[src/rtl/alignment_scheduler_pkg.sv]
// Purpose : shared types and constants for the strip wavefront scheduler.
// Latency : n/a (declarations only).
// Backpressure: n/a.
// Contents: score-source select codes, letters per block, FSM state type,
//           and the block-coordinate type used by the default build.
package alignment_scheduler_pkg;

  // Each PU consumes this many query and this many database letters per block.
  localparam int NUM_LETTERS_TO_CHOOSE = 2;

  // Score source select codes shared by the top/left/diagonal muxes.
  // ZERO must stay 2'd0 so that cleared registers and idle cycles read as
  // "no source".
  localparam logic [1:0] SEL_ZERO  = 2'd0;  // constant zero (matrix border)
  localparam logic [1:0] SEL_SELF  = 2'd1;  // own PU, previous step
  localparam logic [1:0] SEL_UPPER = 2'd2;  // PU one block-row up

  typedef enum logic [1:0] {
    ST_IDLE  = 2'd0,
    ST_RUN   = 2'd1,
    ST_DRAIN = 2'd2,
    ST_DONE  = 2'd3
  } sched_state_t;

  // Block coordinate for the default configuration (4 PUs, 16 letters):
  // signed and one bit wider than the step counter so s - r can go negative.
  localparam int DEF_NUM_PU     = 4;
  localparam int DEF_SEQ_LENGTH = 16;
  localparam int DEF_STEP_W     = $clog2(DEF_SEQ_LENGTH / 2 + DEF_NUM_PU);
  typedef logic signed [DEF_STEP_W:0] blk_coord_t;

endpackage

[src/rtl/alignment_sched_pu_map.sv]
// Purpose : per-PU map from (step, block-row, nb) to block-valid, letter
//           indices and top/left/diagonal score source selects.
// Latency : combinational.
// Backpressure: none; the schedule never stalls.
// Ports   : active (scheduler in RUN), step, row, nb in;
//           valid, query_sel, database_sel, top_sel, left_sel, diag_sel out.
module alignment_sched_pu_map
  import alignment_scheduler_pkg::*;
#(
  parameter int STEP_W = 4,
  parameter int NB_W   = 4,
  parameter int LW     = 4
) (
  input  logic                                      active,
  input  logic [STEP_W-1:0]                         step,
  input  logic [STEP_W-1:0]                         row,
  input  logic [NB_W-1:0]                           nb,
  output logic                                      valid,
  output logic [NUM_LETTERS_TO_CHOOSE-1:0][LW-1:0]  query_sel,
  output logic [NUM_LETTERS_TO_CHOOSE-1:0][LW-1:0]  database_sel,
  output logic [1:0]                                top_sel,
  output logic [1:0]                                left_sel,
  output logic [1:0]                                diag_sel
);

  logic signed [STEP_W:0] col;
  logic signed [STEP_W:0] nb_s;

  // Column this PU works on at this step; negative before the wavefront
  // reaches its row.
  assign col  = $signed({1'b0, step}) - $signed({1'b0, row});
  assign nb_s = $signed({{(STEP_W + 1 - NB_W){1'b0}}, nb});

  assign valid = active && !col[STEP_W] && (col < nb_s);

  always_comb begin
    query_sel    = '0;
    database_sel = '0;
    top_sel      = SEL_ZERO;
    left_sel     = SEL_ZERO;
    diag_sel     = SEL_ZERO;
    if (active) begin
      query_sel[0] = LW'({row, 1'b0});
      query_sel[1] = LW'({row, 1'b1});
    end
    if (valid) begin
      // Range already checked, so truncating to the letter width is lossless.
      database_sel[0] = LW'({col[STEP_W-1:0], 1'b0});
      database_sel[1] = LW'({col[STEP_W-1:0], 1'b1});
      if (row != '0) top_sel = SEL_UPPER;
      if (col != '0) left_sel = SEL_SELF;
      if ((row != '0) && (col != '0)) diag_sel = SEL_UPPER;
    end
  end

endmodule

[src/rtl/alignment_scheduler.sv]
// Purpose : wavefront controller sequencing the matrix datapath over one strip
//           (NUM_PU block-rows x cfg_db_blocks block-columns).
// Latency : busy one cycle after accepted start; RUN nb+NUM_PU-1 cycles,
//           then DRAIN and DONE (one cycle each); mem_wr_valid lags en_wr_pu by 1.
// Backpressure: none; start is only taken in IDLE, otherwise ignored.
// Ports   : clk, rst (sync, active-high), start, cfg_db_blocks in;
//           busy, done, cfg_err, top/left/diagonal_sel, query/database_letter_sel,
//           en_wr_pu, mem_wr_valid, step_idx out.
// Option  : ALIGN_SCHED_PERF_CNT_EN adds run_cycles[15:0] (accept..done
//           inclusive, saturating, held after done, cleared on accept).
module alignment_scheduler
  import alignment_scheduler_pkg::*;
#(
  parameter  int NUM_PU       = 4,
  parameter  int SEQ_LENGTH   = 16,
  parameter  int SEQ_LENGTH_W = $clog2(SEQ_LENGTH),
  parameter  int MAX_BLK      = SEQ_LENGTH / 2,
  localparam int NB_W         = $clog2(MAX_BLK + 1),
  localparam int STEP_W       = $clog2(MAX_BLK + NUM_PU)
) (
  input  logic                                                          clk,
  input  logic                                                          rst,
  input  logic                                                          start,
  input  logic [NB_W-1:0]                                               cfg_db_blocks,
  output logic                                                          busy,
  output logic                                                          done,
  output logic                                                          cfg_err,
  output logic [NUM_PU-2:0][1:0]                                        top_sel,
  output logic [NUM_PU-2:0][1:0]                                        left_sel,
  output logic [NUM_PU-2:0][1:0]                                        diagonal_sel,
  output logic [NUM_PU-1:0][NUM_LETTERS_TO_CHOOSE-1:0][SEQ_LENGTH_W-1:0] query_letter_sel,
  output logic [NUM_PU-1:0][NUM_LETTERS_TO_CHOOSE-1:0][SEQ_LENGTH_W-1:0] database_letter_sel,
  output logic [NUM_PU-1:0]                                             en_wr_pu,
  output logic [NUM_PU-1:0]                                             mem_wr_valid,
  output logic [STEP_W-1:0]                                             step_idx
`ifdef ALIGN_SCHED_PERF_CNT_EN
  ,
  output logic [15:0]                                                   run_cycles
`endif
);

  sched_state_t      state;
  logic [STEP_W-1:0] step;
  logic [NB_W-1:0]   nb;
  logic [STEP_W-1:0] last_step;
  logic              cfg_ok;
  logic              accept;
  logic              running;

  logic [NUM_PU-1:0][1:0] top_all;
  logic [NUM_PU-1:0][1:0] left_all;
  logic [NUM_PU-1:0][1:0] diag_all;

  assign cfg_ok  = (cfg_db_blocks != '0) && (cfg_db_blocks <= NB_W'(MAX_BLK));
  assign accept  = (state == ST_IDLE) && start && cfg_ok;
  assign running = (state == ST_RUN);

  // RUN covers steps 0 .. nb+NUM_PU-2.
  assign last_step = STEP_W'(nb) + STEP_W'(NUM_PU - 2);
  assign step_idx  = step;

  for (genvar i = 0; i < NUM_PU; i++) begin : g_pu
    alignment_sched_pu_map #(
      .STEP_W (STEP_W),
      .NB_W   (NB_W),
      .LW     (SEQ_LENGTH_W)
    ) u_map (
      .active       (running),
      .step         (step),
      .row          (STEP_W'(NUM_PU - 1 - i)),
      .nb           (nb),
      .valid        (en_wr_pu[i]),
      .query_sel    (query_letter_sel[i]),
      .database_sel (database_letter_sel[i]),
      .top_sel      (top_all[i]),
      .left_sel     (left_all[i]),
      .diag_sel     (diag_all[i])
    );
  end

  // The top-row PU takes its scores from the strip boundary path outside this
  // block, so only the lower NUM_PU-1 PUs have source muxes to drive.
  assign top_sel      = top_all[NUM_PU-2:0];
  assign left_sel     = left_all[NUM_PU-2:0];
  assign diagonal_sel = diag_all[NUM_PU-2:0];

  logic unused_row0_sel;
  assign unused_row0_sel = ^{top_all[NUM_PU-1], left_all[NUM_PU-1], diag_all[NUM_PU-1]};

  always_ff @(posedge clk) begin
    if (rst) begin
      state        <= ST_IDLE;
      step         <= '0;
      nb           <= '0;
      busy         <= 1'b0;
      done         <= 1'b0;
      cfg_err      <= 1'b0;
      mem_wr_valid <= '0;
    end else begin
      done         <= 1'b0;
      cfg_err      <= 1'b0;
      // Write data leaves the PUs through a register stage; keep the
      // valids aligned with it.
      mem_wr_valid <= en_wr_pu;
      case (state)
        ST_IDLE: begin
          if (start) begin
            if (cfg_ok) begin
              nb    <= cfg_db_blocks;
              step  <= '0;
              busy  <= 1'b1;
              state <= ST_RUN;
            end else begin
              cfg_err <= 1'b1;
            end
          end
        end
        ST_RUN: begin
          if (step == last_step) begin
            step  <= '0;
            state <= ST_DRAIN;
          end else begin
            step <= step + 1'b1;
          end
        end
        ST_DRAIN: begin
          done  <= 1'b1;
          state <= ST_DONE;
        end
        ST_DONE: begin
          busy  <= 1'b0;
          state <= ST_IDLE;
        end
        default: state <= ST_IDLE;
      endcase
    end
  end

`ifdef ALIGN_SCHED_PERF_CNT_EN
  // Loaded with 2 at accept: the accept cycle plus the first RUN cycle in
  // which the value becomes visible. Held during DONE so it reads the total.
  always_ff @(posedge clk) begin
    if (rst) begin
      run_cycles <= '0;
    end else if (accept) begin
      run_cycles <= 16'd2;
    end else if (((state == ST_RUN) || (state == ST_DRAIN)) && (run_cycles != 16'hFFFF)) begin
      run_cycles <= run_cycles + 16'd1;
    end
  end
`endif

endmodule

[config.mk]
export PLATFORM = sky130hd
export DESIGN_NAME = alignment_scheduler
export DESIGN_NICKNAME = d
export VERILOG_FILES = /design/src/rtl/alignment_scheduler_pkg.sv /design/src/rtl/alignment_sched_pu_map.sv /design/src/rtl/alignment_scheduler.sv
export SDC_FILE = /design/constraint.sdc
export NUM_CORES = 1
export LEC_CHECK = 0
export ABC_CLOCK_PERIOD_IN_PS = 7000
export BUFFER_PORTS_ARGS = -buffer_cell sky130_fd_sc_hd__buf_2
export CAP_MARGIN = 20
export CELL_PAD_IN_SITES_DETAIL_PLACEMENT = 0
export CELL_PAD_IN_SITES_GLOBAL_PLACEMENT = 2
export CORE_ASPECT_RATIO = 1.1
export CORE_MARGIN = 2
export CORE_UTILIZATION = 26
export CTS_CLUSTER_DIAMETER = 60
export DETAILED_ROUTE_END_ITERATION = 7
export PLACE_DENSITY_LB_ADDON = 0.1
export SETUP_SLACK_MARGIN = 0.15
export SYNTH_ARGS = -nofsm -noshare
export SYNTH_HDL_FRONTEND = slang
export SYNTH_SLANG_ARGS = --single-unit
[constraint.sdc]
create_clock -name clk -period 7 [get_ports clk]
set_input_delay 0.7 -clock clk [delete_from_list [all_inputs] [get_ports clk]]
set_output_delay 0.7 -clock clk [all_outputs]
set_load 0.02 [all_outputs]
Yosys cells after proc, flatten, opt, wreduce, memory -nomap -nowiden
Cells that the tools add are included.
- bits in registers: 17
- latch bits: 0
- memory bits (writable): 0
- ROM bits: 0
- input port bits: 7
- output and inout bits: 97
- word-level logic and storage cells: 85
- memories kept: 0
- add/subtract/negate cells: 5
- $mul: 0
- div/mod/pow operators: 0
- $lt $le $gt $ge: 5
- equal/unequal tests: 7
- shifts and indexed selects: 0
- muxes and demuxes: 36
- bitwise logic cells: 2
- reductions and logical operators: 23
- operators with widths (cell ; count):
    $mux W8 ; 4
    $mux W2 ; 15
    $lt A5 B5 Y1 ; 3
    $reduce_bool A5 Y1 ; 3
    $mux W7 ; 2
    $mux W4 ; 3
    $reduce_and A3 Y1 ; 4
    $sub A4 B2 Y5 const B ; 2
    $logic_and A1 B1 Y1 ; 8
    $pmux W2 S4 ; 1
    $pmux W4 S2 ; 1
    $mux W1 ; 7
    $mux W6 ; 1
    $ne A2 B2 Y1 const B ; 3
    $mux W5 ; 1
    $sub A4 B1 Y5 const B ; 1
    $add A4 B1 Y4 const B ; 1
    $add A4 B2 Y4 const B ; 1
    $eq A2 B2 Y1 const B ; 2
    $eq A4 B4 Y1 ; 1
    $le A4 B4 Y1 const B ; 1
    $lt A4 B4 Y1 ; 1
    $reduce_bool A2 Y1 ; 2
    $reduce_bool A4 Y1 ; 1
    other kinds (6) ; 9

Depth between registers and ports, before layout
- depth after elaboration: 5
- gate-level depth with buffers: 10
- mapped depth without buffers: 8

By module
From an unflattened synthesis, not the netlist that was laid out.
- cell total of the unflattened synthesis: 313
- area total of the unflattened synthesis: 2438.6 µm²
- modules (own cells, without submodules) (module ; times used ; cells each ; area an instance (µm²) ; sequential area each (µm²)):
    alignment_sched_pu_map at g_pu[0].u_map ... ; 3 ; 57 ; 397.9 ; 0.0
    alignment_scheduler ; 1 ; 84 ; 847.1 ; 340.3
    alignment_sched_pu_map at g_pu[2].u_map ; 1 ; 58 ; 397.9 ; 0.0

Worst setup path before layout
Ideal clock, no wire load.
- path kind: flip-flop to output port
- start: reg step[2] (netlist: step_idx[2])
- end: out left_sel[0] (netlist name)
- arrival: 2808 ps
- data required time: 6300 ps
- setup slack: 3492 ps
- stages on the path, launching flop included: 11
- path buffers: 3
- cell sequence: dfxtp_1 -> clkbuf_1 -> inv_1 -> ha_1 -> a21oi_1 -> xor2_1 -> ha_1 -> or3_1 -> clkbuf_1 -> nor3_1 -> buf_4
- RTL lines (what ; RTL line ; source):
    from (decl) ; alignment_scheduler.sv:43 ; logic [STEP_W-1:0] step;
    from (signal assigned) ; alignment_scheduler.sv:123 ; step <= step + 1'b1;
    to (decl) ; alignment_scheduler.sv:29 ; output logic [NUM_PU-2:0][1:0] left_sel,

==> key figures <==
Status
  – Outcome: completed

Detailed routing
  – Post-route antenna net violation count: 0
  – Final wirelength: 4.52 mm
  – Initial DRC Count: 55
  – Via density: 4.08
  – DR WL/cell: 12.7 um
  – DR vias: 1450
  – DR DRC count: 0
  – Pre-antenna DRT Iters: 4

Setup path
  – Critical path class: flop to output pin
  – Startpoint Class: flop
  – Worst EP arrival: 2.86 ns
  – R2R depth: 6
  – CP Max Fanout: 12
  – Worst endpoint required time: between 6 and 7 ns
  – Setup crit end kind: output pin

STA
  – Setup tns final: 0 ns
  – Worst-Margin Slew: 0.741 ns
  – FMAX: 0.281 GHz
  – Worst Hold Margin: 0.484 ns
  – Slew margin rel.: 50.3%
  – Final hold vios: 0
  – Clock skew: 0.00498 ns
  – Max Slew Vio Count: 0
  – RSZ-0062 raised after global routing: no
  – Count of final setup violators: 0
  – Fin crit period: between 3 and 4 ns
  – Final Cycle Share: 50.9%

Floorplan
  – Initial Utilization: 26.4%
  – I/O pin total: between 100 and 150
  – Core area: 7390 um^2
  – Die Span X: 86.7 um
  – Height of the die: 94.9 um
  – Die Footprint: 8230 um^2
  – Row Count: 33

Power and ir drop
  – Worst vdd ir: between 100 and 150 uV
  – Sw power: 221 uW
  – Int Pwr: 232 uW
  – Clk network pwr share: approximately 17%
  – Leak Pwr: around 0.0011 uW
  – Flop pwr share: 27.0%
  – Power density cells: ~220 nW/um^2
  – Comb power frac: 55.9%
  – Sw Ratio: 48.7%

Synthesis
  – Distinct cell type count after synthesis: 36
  – Top post-synthesis cells by area: buf_4 (27%), ha_1 (19%), dfxtp_1 (17%)
  – Synth warn: 0
  – Register area share after synthesis: between 15 and 20%
  – Synthesized area: slightly below 2000 um^2
  – Synth Flop Type: dfxtp_1
  – Synth top area share: 27.3%
  – EDFF count, synth: 0
  – Avg Inst Size Synth: 8.25 um^2
  – Flops & latches, synth: 17
  – Synth Instances: 237
  – Yosys top cell by area: buf_4
  – Ys async rst share: 0%

Place
  – PortBufs: 70
  – Hpwl dp: 3.54 mm
  – Routability Congestion: 0.685

Clock network
  – Clock Path Buffers: 2
  – Root Driver: clkbuf_8
  – Hold-fix buffers at CTS: 0
  – Post-cts gate resize count: 0
  – Clock sink total: 17
  – Worst skew pair latency: approximately 0.26 ns
  – Postcts setup bufs: 0
  – CTS Buf Count: 3
  – Clock transition at path regs: 0.07 ns
  – CTS tree: yes
  – H-tree levels: 1

Finish
  – Area Overhead vs Synth: 3.52%
  – Final nets: 305
  – Commonest non-fill, non-tap cells in the layout: buf_2 (70), conb_1 (33), ha_1 (29)
  – Layout cell share with drive strength beyond 1: around 28%
  – Commonest non-fill, non-tap cell in the layout: buf_2
  – Number of diodes: 0

Global routing
  – Grt ovf: 0
  – Initial antenna violation count: 0
  – Largest net degree at the start of global routing: 17
  – First-pass GRT wire length: 7.40 mm
  – Vias in the first global route: around 1400
  – GRT Overall Usage: 11.6%

Flow run
  – MaxCap Viol Count: 0

Worst hold path
  – Hold Path Stages: 2
  – Worst hold path type: flop to flop
-- per-stage QoR --
| step | worst slack, ns | cells | cell area [um^2] | total power, uW | util (%) |
|---|---|---|---|---|---|
| floorplan | 3.49 | 269 | 2070 | 370 | - |
| global placement | 3.67 | 351 | 1980 | 385 | 26.8 |
| detailed placement | 3.67 | 351 | 1980 | 382 | 26.8 |
| CTS | 3.36 | 355 | 2020 | 464 | 27.4 |
| global route | 3.02 | 355 | 2020 | 496 | 27.4 |
| finish | 3.44 | 355 | 2020 | 453 | 27.4 |
-- layout make-up --
cell class | instances | area (um^2)
Timing Repair Buffer | 70 | 350
Inverter | 17 | 63.8
Tap cell | 87 | 109
Clock buffer | 4 | 45.0
Fill cell | 841 | 5370
Sequential cell | 17 | 340
Multi-Input combinational cell | 160 | 1110
-- layer usage --
layer  vias up  routed length (um)  global-route usage, %
met3         2                 214                   2.45
met1       647                2150                   15.4
li1        745                   -                      -
met5         -                   0                      0
met4         0                  19                   1.17
met2        56                2140                   19.7
-- state kept, by name, summed over array words and instances, names as in the netlist --
register      flops
step_idx          4
mem_wr_valid      4
nb                4
cfg_err           1
state             2
busy              1
done              1
-- logic make-up (layout without fill, tap and decap cells) --
| family | Yosys count | count (layout) | synth area share [%] |
|---|---|---|---|
| AO/OA/AOI/OAI | 30 | 30 | 11.3 |
| XOR/XNOR | 7 | 7 | 3.91 |
| adder cells (fa/ha/maj) | 29 | 29 | 18.6 |
| buffers and inverters | 92 | 91 | 31.7 |
| flip-flops | 17 | 17 | 17.4 |
| multiplexers | 4 | 4 | 2.05 |
| other | 1 | 33 | 0.192 |
| AND/OR/NAND/NOR | 57 | 57 | 14.9 |
-- power by group through the flow --
stage               clock (uW)  combinational, uW  sequential, uW
detailed placement           0                258             125
global placement             0                260             125
global route              86.0                285             125
floorplan                    0                244             126
finish                    77.5                253             122
CTS                       82.4                259             122
-- path summary, 6_finish.rpt --
path | startpoint | endpoint | slack [ns]
min reg2reg | busy$_SDFFE_PP0P_ | busy$_SDFFE_PP0P_ | 0.48
min | busy$_SDFFE_PP0P_ | busy$_SDFFE_PP0P_ | 0.48
max | step_idx[0]$_SDFFE_PP0P_ | database_letter_sel[18] | 3.44
max reg2reg | step_idx[1]$_SDFFE_PP0P_ | step_idx[1]$_SDFFE_PP0P_ | 4.54
-- synth_stat cells (all sizes together) (2+ instances only) --
cell type  count
nor2          17
nor3          19
o21ai          5
mux2i          4
buf           72
nand2          9
o21a           6
or4            3
xor2           5
o21bai         2
inv           17
dfxtp         17
ha            29
o31a           3
nor2b          4
a211o          3
clkbuf         3
a21oi          3
-- critical path, stage by stage, from the launching register on --
cell and delay, ns:
dfxtp_1 0.61, inv_1 0.26, ha_1 0.40, inv_1 0.14
ha_1 0.24, nor2b_1 0.13, o21a_1 0.16, o21a_1 0.23
nor3_1 0.23, buf_2 0.21
Note: power is estimated with default switching activity, not from simulation.
